### config.mk
export PLATFORM = sky130hd
export DESIGN_NAME = zaman_yazma_hakemi
export DESIGN_NICKNAME = d
export VERILOG_FILES = /design/src/rtl/zaman_pkg.sv /design/src/rtl/rr_hakem_2.sv /design/src/rtl/zaman_yazma_hakemi.sv
export SDC_FILE = /design/constraint.sdc
export NUM_CORES = 1
export LEC_CHECK = 0
export ABC_CLOCK_PERIOD_IN_PS = 5700
export BUFFER_PORTS_ARGS = -buffer_cell sky130_fd_sc_hd__buf_2
export CORE_MARGIN = 8
export CORE_UTILIZATION = 47
export CTS_CLUSTER_DIAMETER = 200
export DETAILED_ROUTE_END_ITERATION = 8
export PLACE_DENSITY = 0.82
export SYNTH_ARGS = -nofsm -noshare
export SYNTH_HDL_FRONTEND = slang
export SYNTH_SLANG_ARGS = --single-unit
export TNS_END_PERCENT = 20
### constraint.sdc
create_clock -name CLK -period 5.7 [get_ports CLK]
set_input_delay 0.57 -clock CLK [delete_from_list [all_inputs] [get_ports CLK]]
set_output_delay 0.57 -clock CLK [all_outputs]
set_load 0.05 [all_outputs]
### src/rtl/zaman_pkg.sv
// Shared definitions for the time/date register-file write arbiter.
// Holds the field index map, default widths, owner encoding, FSM state
// constants and the bit positions used by the B/U round-robin pair.
package zaman_pkg;

    // Default widths and limits; the top module takes these as parameter defaults.
    localparam int FIELD_DW     = 8;
    localparam int FIELD_AW     = 3;
    localparam int LOCK_MAX_DEF = 8;

    // Field indices inside the time/date register file.
    localparam logic [2:0] ALAN_SANIYE = 3'd0;
    localparam logic [2:0] ALAN_DAKIKA = 3'd1;
    localparam logic [2:0] ALAN_SAAT   = 3'd2;
    localparam logic [2:0] ALAN_GUN    = 3'd3;
    localparam logic [2:0] ALAN_AY     = 3'd4;
    localparam logic [2:0] ALAN_YIL    = 3'd5;

    // Number of valid fields: anything at or above this index is rejected.
    localparam int NFIELD = int'(ALAN_YIL) + 1;

    // Lock owner encoding as seen on the owner output.
    localparam logic [1:0] OWNER_NONE = 2'd0;
    localparam logic [1:0] OWNER_B    = 2'd2;
    localparam logic [1:0] OWNER_U    = 2'd3;

    // Arbiter FSM states.
    localparam logic ST_IDLE   = 1'b0;
    localparam logic ST_LOCKED = 1'b1;

    // Bit positions of B and U in the round-robin request/grant vectors.
    localparam int RR_B = 0;
    localparam int RR_U = 1;

endpackage

### src/rtl/rr_hakem_2.sv
// Two-way round-robin picker for the B/U requester pair.
// Ports:
//   CLK    - system clock
//   reset  - asynchronous active-low reset (pointer returns to favour B)
//   req    - request vector, bit RR_B = B, bit RR_U = U
//   gnt    - combinational one-hot pick (zero when no request)
// The pointer moves to the other requester whenever a pick is made, so the
// caller gates req to zero in cycles where this picker must not win.
module rr_hakem_2
    import zaman_pkg::*;
(
    input  logic       CLK,
    input  logic       reset,
    input  logic [1:0] req,
    output logic [1:0] gnt
);

    logic ptr_q;
    logic ptr_d;

    // ptr_q = 0 favours B, 1 favours U.
    always_comb begin
        gnt   = 2'b00;
        ptr_d = ptr_q;
        if (!ptr_q) begin
            if (req[RR_B])      gnt[RR_B] = 1'b1;
            else if (req[RR_U]) gnt[RR_U] = 1'b1;
        end else begin
            if (req[RR_U])      gnt[RR_U] = 1'b1;
            else if (req[RR_B]) gnt[RR_B] = 1'b1;
        end
        // After a B pick favour U next, after a U pick favour B.
        if (gnt != 2'b00) ptr_d = gnt[RR_B];
    end

    always_ff @(posedge CLK or negedge reset) begin
        if (!reset) ptr_q <= 1'b0;
        else        ptr_q <= ptr_d;
    end

endmodule

### src/rtl/zaman_yazma_hakemi.sv
// Write-port arbiter for the shared time/date field register file.
// Requesters: T (1 Hz tick, fixed top priority), B (button editor) and
// U (UART parser). B and U share round-robin and may lock the port for a
// multi-field burst; a lock is forcibly released after LOCK_MAX grants.
// Ports:
//   CLK, reset                      - clock, asynchronous active-low reset
//   t/b/u_req, _addr, _data         - write requests, held until granted
//   b_lock, u_lock                  - burst ownership request, sampled with req
//   t/b/u_gnt                       - one-cycle grant pulse (write happens then)
//   wr_en, wr_addr, wr_data         - register-file write port
//   owner                           - lock owner (0 none, 2 B, 3 U)
//   addr_err                        - granted write targeted a non-existent field
//   lock_timeout                    - lock forcibly released at LOCK_MAX grants
module zaman_yazma_hakemi #(
    parameter int DW       = zaman_pkg::FIELD_DW,
    parameter int AW       = zaman_pkg::FIELD_AW,
    parameter int NFIELD   = zaman_pkg::NFIELD,
    parameter int LOCK_MAX = zaman_pkg::LOCK_MAX_DEF
) (
    input  logic          CLK,
    input  logic          reset,
    input  logic          t_req,
    input  logic          b_req,
    input  logic          u_req,
    input  logic [AW-1:0] t_addr,
    input  logic [AW-1:0] b_addr,
    input  logic [AW-1:0] u_addr,
    input  logic [DW-1:0] t_data,
    input  logic [DW-1:0] b_data,
    input  logic [DW-1:0] u_data,
    input  logic          b_lock,
    input  logic          u_lock,
    output logic          t_gnt,
    output logic          b_gnt,
    output logic          u_gnt,
    output logic          wr_en,
    output logic [AW-1:0] wr_addr,
    output logic [DW-1:0] wr_data,
    output logic [1:0]    owner,
    output logic          addr_err,
    output logic          lock_timeout
);
    import zaman_pkg::*;

    localparam int CW = $clog2(LOCK_MAX + 1);

    logic          t_gnt_q, b_gnt_q, u_gnt_q;
    logic          t_gnt_d, b_gnt_d, u_gnt_d;
    logic          wr_en_q, wr_en_d;
    logic [AW-1:0] wr_addr_q, wr_addr_d;
    logic [DW-1:0] wr_data_q, wr_data_d;
    logic [1:0]    owner_q, owner_d;
    logic          addr_err_q, addr_err_d;
    logic          lock_timeout_q, lock_timeout_d;
    logic          state_q, state_d;
    logic [CW-1:0] lock_cnt_q, lock_cnt_d;
    logic          b_blk_q, b_blk_d;
    logic          u_blk_q, u_blk_d;

    logic          b_is_owner, u_is_owner;
    logic          t_elig, b_elig, u_elig;
    logic [1:0]    rr_req, rr_gnt;
    logic          pick_t, pick_b, pick_u, any_pick;
    logic [AW-1:0] sel_addr;
    logic [DW-1:0] sel_data;
    logic          owner_req, owner_lock;

    // A requester granted this cycle sits out one edge, except the lock
    // owner, which streams back-to-back.
    assign b_is_owner = (state_q == ST_LOCKED) && (owner_q == OWNER_B);
    assign u_is_owner = (state_q == ST_LOCKED) && (owner_q == OWNER_U);
    assign t_elig     = t_req && !t_gnt_q;
    assign b_elig     = b_req && (!b_gnt_q || b_is_owner);
    assign u_elig     = u_req && (!u_gnt_q || u_is_owner);

    // The round-robin only arbitrates when no lock is held and T is not
    // taking the port, so its pointer moves only on unlocked-path grants.
    assign rr_req = (state_q == ST_IDLE && !t_elig) ? {u_elig, b_elig} : 2'b00;

    rr_hakem_2 u_rr (
        .CLK   (CLK),
        .reset (reset),
        .req   (rr_req),
        .gnt   (rr_gnt)
    );

    // Grant selection and registered write-port values.
    always_comb begin
        pick_t = t_elig;
        pick_b = 1'b0;
        pick_u = 1'b0;
        if (!t_elig) begin
            if (state_q == ST_LOCKED) begin
                pick_b = b_is_owner && b_elig;
                pick_u = u_is_owner && u_elig;
            end else begin
                pick_b = rr_gnt[RR_B];
                pick_u = rr_gnt[RR_U];
            end
        end
        any_pick = pick_t || pick_b || pick_u;

        sel_addr = '0;
        sel_data = '0;
        if (pick_t) begin
            sel_addr = t_addr;
            sel_data = t_data;
        end else if (pick_b) begin
            sel_addr = b_addr;
            sel_data = b_data;
        end else if (pick_u) begin
            sel_addr = u_addr;
            sel_data = u_data;
        end

        t_gnt_d    = pick_t;
        b_gnt_d    = pick_b;
        u_gnt_d    = pick_u;
        // Out-of-range fields still complete the handshake but never write.
        wr_en_d    = any_pick && (int'(sel_addr) < NFIELD);
        addr_err_d = any_pick && (int'(sel_addr) >= NFIELD);
        wr_addr_d  = sel_addr;
        wr_data_d  = sel_data;
    end

    // Lock FSM. A forced release blocks that requester's lock input until
    // it has been seen low once, so it cannot immediately relock.
    always_comb begin
        state_d        = state_q;
        owner_d        = owner_q;
        lock_cnt_d     = lock_cnt_q;
        lock_timeout_d = 1'b0;
        b_blk_d        = b_blk_q && b_lock;
        u_blk_d        = u_blk_q && u_lock;
        owner_req      = b_is_owner ? b_req  : u_req;
        owner_lock     = b_is_owner ? b_lock : u_lock;

        case (state_q)
            ST_IDLE: begin
                if (pick_b && b_lock && !b_blk_q) begin
                    state_d    = ST_LOCKED;
                    owner_d    = OWNER_B;
                    lock_cnt_d = CW'(1);
                end else if (pick_u && u_lock && !u_blk_q) begin
                    state_d    = ST_LOCKED;
                    owner_d    = OWNER_U;
                    lock_cnt_d = CW'(1);
                end
            end
            default: begin
                if (!owner_req) begin
                    state_d    = ST_IDLE;
                    owner_d    = OWNER_NONE;
                    lock_cnt_d = '0;
                end else if (pick_b || pick_u) begin
                    if (lock_cnt_q == CW'(LOCK_MAX - 1)) begin
                        lock_timeout_d = 1'b1;
                        state_d        = ST_IDLE;
                        owner_d        = OWNER_NONE;
                        lock_cnt_d     = '0;
                        if (b_is_owner) b_blk_d = b_lock;
                        else            u_blk_d = u_lock;
                    end else if (!owner_lock) begin
                        state_d    = ST_IDLE;
                        owner_d    = OWNER_NONE;
                        lock_cnt_d = '0;
                    end else begin
                        lock_cnt_d = lock_cnt_q + CW'(1);
                    end
                end
            end
        endcase
    end

    always_ff @(posedge CLK or negedge reset) begin
        if (!reset) begin
            t_gnt_q        <= 1'b0;
            b_gnt_q        <= 1'b0;
            u_gnt_q        <= 1'b0;
            wr_en_q        <= 1'b0;
            wr_addr_q      <= '0;
            wr_data_q      <= '0;
            owner_q        <= OWNER_NONE;
            addr_err_q     <= 1'b0;
            lock_timeout_q <= 1'b0;
            state_q        <= ST_IDLE;
            lock_cnt_q     <= '0;
            b_blk_q        <= 1'b0;
            u_blk_q        <= 1'b0;
        end else begin
            t_gnt_q        <= t_gnt_d;
            b_gnt_q        <= b_gnt_d;
            u_gnt_q        <= u_gnt_d;
            wr_en_q        <= wr_en_d;
            wr_addr_q      <= wr_addr_d;
            wr_data_q      <= wr_data_d;
            owner_q        <= owner_d;
            addr_err_q     <= addr_err_d;
            lock_timeout_q <= lock_timeout_d;
            state_q        <= state_d;
            lock_cnt_q     <= lock_cnt_d;
            b_blk_q        <= b_blk_d;
            u_blk_q        <= u_blk_d;
        end
    end

    assign t_gnt        = t_gnt_q;
    assign b_gnt        = b_gnt_q;
    assign u_gnt        = u_gnt_q;
    assign wr_en        = wr_en_q;
    assign wr_addr      = wr_addr_q;
    assign wr_data      = wr_data_q;
    assign owner        = owner_q;
    assign addr_err     = addr_err_q;
    assign lock_timeout = lock_timeout_q;

endmodule

Word level (Yosys, flattened, before mapping)
Cells that the tools add are included.

storage, ports and cells
  output and inout bits = 19
  memory bits (writable) = 0
  bits in latches = 0
  memories = 0
  memory bits (read-only) = 0
  input bits = 40
  logic and storage cells = 107
  flip-flop bits (word level) = 27

cells by class
  bitwise gates (word level) = 1
  multipliers = 0
  div/mod/pow operators = 0
  shift operators = 0
  $add $sub $neg = 1
  order comparisons = 2
  reduce and logical (&&, ||, !) cells = 31
  multiplexer cells = 53
  equal/unequal tests = 5

operators with widths
  kind                   count
  $mux W1                31
  $mux W4                7
  $mux W8                3
  $mux W2                9
  $logic_and A1 B1 Y1    16
  $mux W3                3
  $logic_not A1 Y1       6
  $logic_or A1 B1 Y1     5
  $add A4 B1 Y4 const B  1
  $eq A2 B2 Y1 const B   2
  $eq A4 B3 Y1 const B   1
  $ne A4 B3 Y1 const B   1
  $ge A3 B3 Y1 const B   1
  $lt A3 B3 Y1 const B   1
  $ne A3 B2 Y1 const B   1
  $reduce_and A3 Y1      1
  $reduce_bool A3 Y1     1
  $reduce_and A2 Y1      1
  $reduce_bool A2 Y1     1
  $not A1 Y1             1

Depth between registers and ports, before layout
  depth in word-level cells = 15
  gate-level depth with buffers = 8
  depth with buffers taken out = 7

Modules after synthesis
A second synthesis with hierarchy kept.

unflattened totals
  cell total of the unflattened synthesis = 139
  area total of the unflattened synthesis = 1386.3 µm²

modules (own cells, without submodules)
  module              times used  seq. area each (µm²)  area an instance (µm²)  cells each
  zaman_yazma_hakemi  1           650.6                 1333.8                  133
  rr_hakem_2          1           25.0                  52.6                    6

Worst setup path after synthesis
OpenSTA, ideal clock, no wires.

  kind = register to register
  start = register t_gnt_q, in the netlist t_gnt
  end = register lock_cnt_q[1]
  arrival = 2047 ps
  period minus slack after synthesis = 2168 ps
  stages on the path, launching flop included = 8
  data required time = 5578 ps
  setup time = 122 ps
  buffers on the path = 0
  slack = 3532 ps
  cells stage by stage = dfrtp_1 > nand2b_2 > inv_2 > o41a_1 > and4bb_1 > o21ai_2 > or2_0 > a32o_1

between the ends
  cells in the longest elaborated chain, start to end = 14
  elaborated cells on any way between the ends = 24
  those cells by class = eq/ne: 1; mux: 12; reduce/logical: 11

ends and longest elaborated chain
  item                                                            line                                                  RTL
  from (decl)                                                     zaman_yazma_hakemi.sv:47                              logic t_gnt_q, b_gnt_q, u_gnt_q;
  from (signal assigned)                                          zaman_yazma_hakemi.sv:191                             t_gnt_q <= t_gnt_d;
  $logic_not A1 Y1 *                                              zaman_yazma_hakemi.sv:72                              assign t_elig = t_req && !t_gnt_q;
  $logic_and A1 B1 Y1 *                                           zaman_yazma_hakemi.sv:72
  $logic_not A1 Y1                                                -
  $logic_and A1 B1 Y1                                             zaman_yazma_hakemi.sv:78                              assign rr_req = (state_q == ST_IDLE && !t_elig) ? {u_elig, b_elig} : 2'b00;
  $mux W2                                                         zaman_yazma_hakemi.sv:78
  $mux W1, on equally long branches                               -
  $mux W1, on equally long branches                               rr_hakem_2.sv:29, rr_hakem_2.sv:26
  $mux W2                                                         rr_hakem_2.sv:25                                      if (!ptr_q) begin
  $mux W1                                                         zaman_yazma_hakemi.sv:93                              if (state_q == ST_LOCKED) begin
  $mux W1                                                         zaman_yazma_hakemi.sv:92                              if (!t_elig) begin
  $logic_and A1 B1 Y1, on equally long branches (2 in a row)      zaman_yazma_hakemi.sv:140, zaman_yazma_hakemi.sv:144
  $reduce_bool A3 Y1 (no line) / $mux W4 (equally long branches)  -
  $reduce_and A2 Y1 (no line) / $mux W4 (equally long branches)   -
  to (signal assigned)                                            zaman_yazma_hakemi.sv:201                             lock_cnt_q <= lock_cnt_d;
  to (decl)                                                       zaman_yazma_hakemi.sv:56                              logic [CW-1:0] lock_cnt_q, lock_cnt_d;

Mark *: on every way between the ends. The rest lies on a longest branch, timed or not.
A chain may end at the register's enable or synchronous reset.

Worst setup path in the final report
  start = register t_gnt_q, in the netlist t_gnt
  end = register wr_en_q, in the netlist wr_en

between the ends
  cells in the longest elaborated chain, start to end = 15
  elaborated cells on any way between the ends = 21
  those cells by class = order compare: 1; mux: 13; reduce/logical: 7

ends and longest elaborated chain
  item                   line                                RTL
  $logic_not A1 Y1 *     zaman_yazma_hakemi.sv:72
  $logic_and A1 B1 Y1 *  zaman_yazma_hakemi.sv:72
  $logic_not A1 Y1       -
  $logic_and A1 B1 Y1    zaman_yazma_hakemi.sv:78
  $mux W2                zaman_yazma_hakemi.sv:78
  $mux W1                rr_hakem_2.sv:27, rr_hakem_2.sv:29
  $mux W1                rr_hakem_2.sv:26                    if (req[RR_B]) gnt[RR_B] = 1'b1;
  $mux W2                rr_hakem_2.sv:25
  $mux W1                zaman_yazma_hakemi.sv:93
  $mux W1                zaman_yazma_hakemi.sv:92
  $mux W3                zaman_yazma_hakemi.sv:111           end else if (pick_u) begin
  $mux W3                zaman_yazma_hakemi.sv:108           end else if (pick_b) begin
  $mux W3                zaman_yazma_hakemi.sv:105           if (pick_t) begin
  $lt A3 B3 Y1           zaman_yazma_hakemi.sv:120           wr_en_d = any_pick && (int'(sel_addr) < NFIELD);
  $logic_and A1 B1 Y1 *  zaman_yazma_hakemi.sv:120
  via wr_en_d            zaman_yazma_hakemi.sv:49            logic wr_en_q, wr_en_d;
  to (signal assigned)   zaman_yazma_hakemi.sv:194           wr_en_q <= wr_en_d;
  to (decl)              zaman_yazma_hakemi.sv:49

The timed path passes the listed nets; every way through them passes the cells marked *.

==> out/results.txt <==
initial antenna violation count: 0
Pleak: 0.0008592 uW
DRT Pass-1 Iters: 4
IR drop worst, VDD: 0.0002887 V
synthesized netlist cell count: 145
# rows: 19
GRT Overall Usage: 15.27%
CTS clk-pin slew, worst paths: 0.15 ns
GPL Wtd Cong: 0.8714
RSZ-0062 raised after global routing: no
n_diodes: 0
number of synthesized flops with an enable pin: 0
Nets: 243
met3 wire len: 404 um
total grt overflow: 0
worst setup path start: t_gnt
Hold Crit Class: input port to asynchronous set/reset pin
share of cells above drive strength 1: 34.83%
Mean Syn Cell Area: 9.587 um^2
startpoint types: flip-flop
largest area contributor in the netlist: dfrtp_1
crit path time final: 2.518 ns
fill count: 229
io pins: 59
setup tns final: 0 ns
clock sinks: 27
first-pass GRT wire length: 6313 um
pwr/cell area: 412.7 mW/mm^2
Crit path max-delay family: simple AND/OR/NAND/NOR gates
Post-Route M1 WL: 1551 um
required time of the critical path: 5.91 ns
Worst-Skew Late Latency: 0.32 ns
Fin Hold WS: 0.2244 ns
max layer used: met4
synthesized cell area: 0.001390 mm^2
R2R Path Start: t_gnt
post-route clock period utilization: 44.18%
H-tree Lvls: 1
Max Cap Violations: 0
DR vias: 1,325
Critical Path Fanout Max: 21
measured slew at the worst slew-check pin: 0.5841 ns
Buf/Inv on CP: 2
dpl ws: 2.933 ns
ys flop type: dfrtp_1
met2 wire length: 1851 um
arrival time at the worst endpoint: 2.73 ns
Final ANT Viol Nets: 0
sequential share of the synthesized area: 48.60%
die area: 0.004954 mm^2
Yosys cell types: 45
syn_nets: 186
PortBufs: 58
CTS buffer count: 3
die width: 70.39 um
setup slack after layout: 3.182 ns
most frequent cell after synthesis: nor2_1
# hold bufs at CTS: 0
Synth top area share: 48.60%
CP cell instances: nand2b_2 -> inv_2 -> o41a_1 -> nor2b_1 -> buf_4 -> a221oi_1 -> nor3b_1 -> nor2_1
Crit-path slowest cell: o41a_1
Routed WL: 3826 um
slew margin rel.: 61.06%
vias in the first global route: 1,400
Root Buffer: clkbuf_4
Synth warnings: 0
status: finished, final reports clean
core area: 0.002781 mm^2
Worst Path Class, Setup: flip-flop to flip-flop
Gates resized, CTS repair: 0
Starting Density: 49.98%
async set-or-reset flop fraction in the synthesized netlist: 100.0%
post-CTS setup buffer count: 0
WL/cell: 16.49 um
CP endpoint kind: flip-flop
Synth area leaders: dfrtp_1, nor2_1, a221oi_1
Final Hold Vio Count: 0
1st-iter DRT viols: 53
Clock Path Buffers: 2
Vias/cell: 5.711
f_max: 397.1 MHz
P&R area growth vs syn: 23.67%
synth cell count leaders: nor2_1, dfrtp_1, nand2_1
largest net degree at the start of global routing: 28
CTS tree: built
Crit path largest cell delay: 0.45 ns
DR DRC count: 0
# setup viols final: 0
Yosys reg bits: 27
Worst Clk Skew: 0.004723 ns
die span in y: 70.39 um
pins over their slew limit: 0
hpwl dp: 3044 um
## worst reg2reg max path: cells and delay by family, from the launching register on
kind	cells	cell delay (ns)
compound gates	2	0.56
simple gates	4	1.02
buf+inv	2	0.46
flops	1	0.37
## layout by cell type, fill, tap and decap left out, types with 2 or more instances in the layout
master,instances
buf_2,58
nor2_1,29
dfrtp_1,27
nand2_1,11
a221oi_1,10
nor2b_1,5
a21oi_1,4
a31oi_1,3
nor3b_1,3
nor3_1,3
clkbuf_4,3
nand3b_1,2
and2_1,2
inv_1,2
mux2i_1,2
or2_2,2
nand2b_1,2
and3_1,2
o221ai_1,2
o2bb2ai_1,2
buf_4,2
## final cells by class
type	instances	area [um^2]	area share, %
timing repair buffer	60	305.3	17.76
clock buffer	4	26.28	1.528
sequential	27	675.6	39.30
tap	31	38.79	2.256
inverter	3	11.26	0.6550
multi-input combinational	107	661.9	38.50
## kinds of logic after synthesis
kind of cell               Yosys count  synth area share [%]
DFF                                 27                 48.61
and+or+nand+nor                     67                 24.12
buffers and inverters               11                 3.780
AOI/OAI and AO/OA                   36                 20.34
muxes                                3                 2.250
adders and majority gates            1                0.8999
## through the flow
step / cell area [um^2] / cells / utilization [%] / total power, uW
after floorplan: 1390 / 145 / - / 541.7
after global placement: 1693 / 228 / 60.86 / 620.3
after detailed placement: 1693 / 228 / 60.86 / 631.3
after CTS: 1719 / 232 / 61.81 / 711.1
after global routing: 1719 / 232 / 61.81 / 753.3
final: 1719 / 232 / 61.81 / 709.4
## worst paths after layout
check	end	slack [ns]	cells past startpoint
worst min-delay path	owner[1]	0.22	1
worst min register to register	b_blk_q	0.53	1
worst max-delay path	wr_en	3.18	8
min in group CLK	wr_data[1]	0.47	3
max in group asynchronous	wr_en	5.09	1
worst max register to register	wr_en	3.18	8
## report_power, final
part	internal, uW	switching (uW)
logic	113	237
registers	235	40.4
clock network	27.4	55.8
total	376	334
## sequential cells by signal, indices dropped and copies added (netlist names), 2 cells and up
| name | count |
|---|---|
| lock_cnt_q | 4 |
| owner | 2 |
| wr_addr | 3 |
| wr_data | 8 |
## metal layers
metal	track usage (%)	vias to the layer above
met5	0	-
li1	-	636
met1	17.71	633
met2	24.85	54
met3	6.921	2
met4	3.795	0
Note: power is estimated with default switching activity, not from simulation.
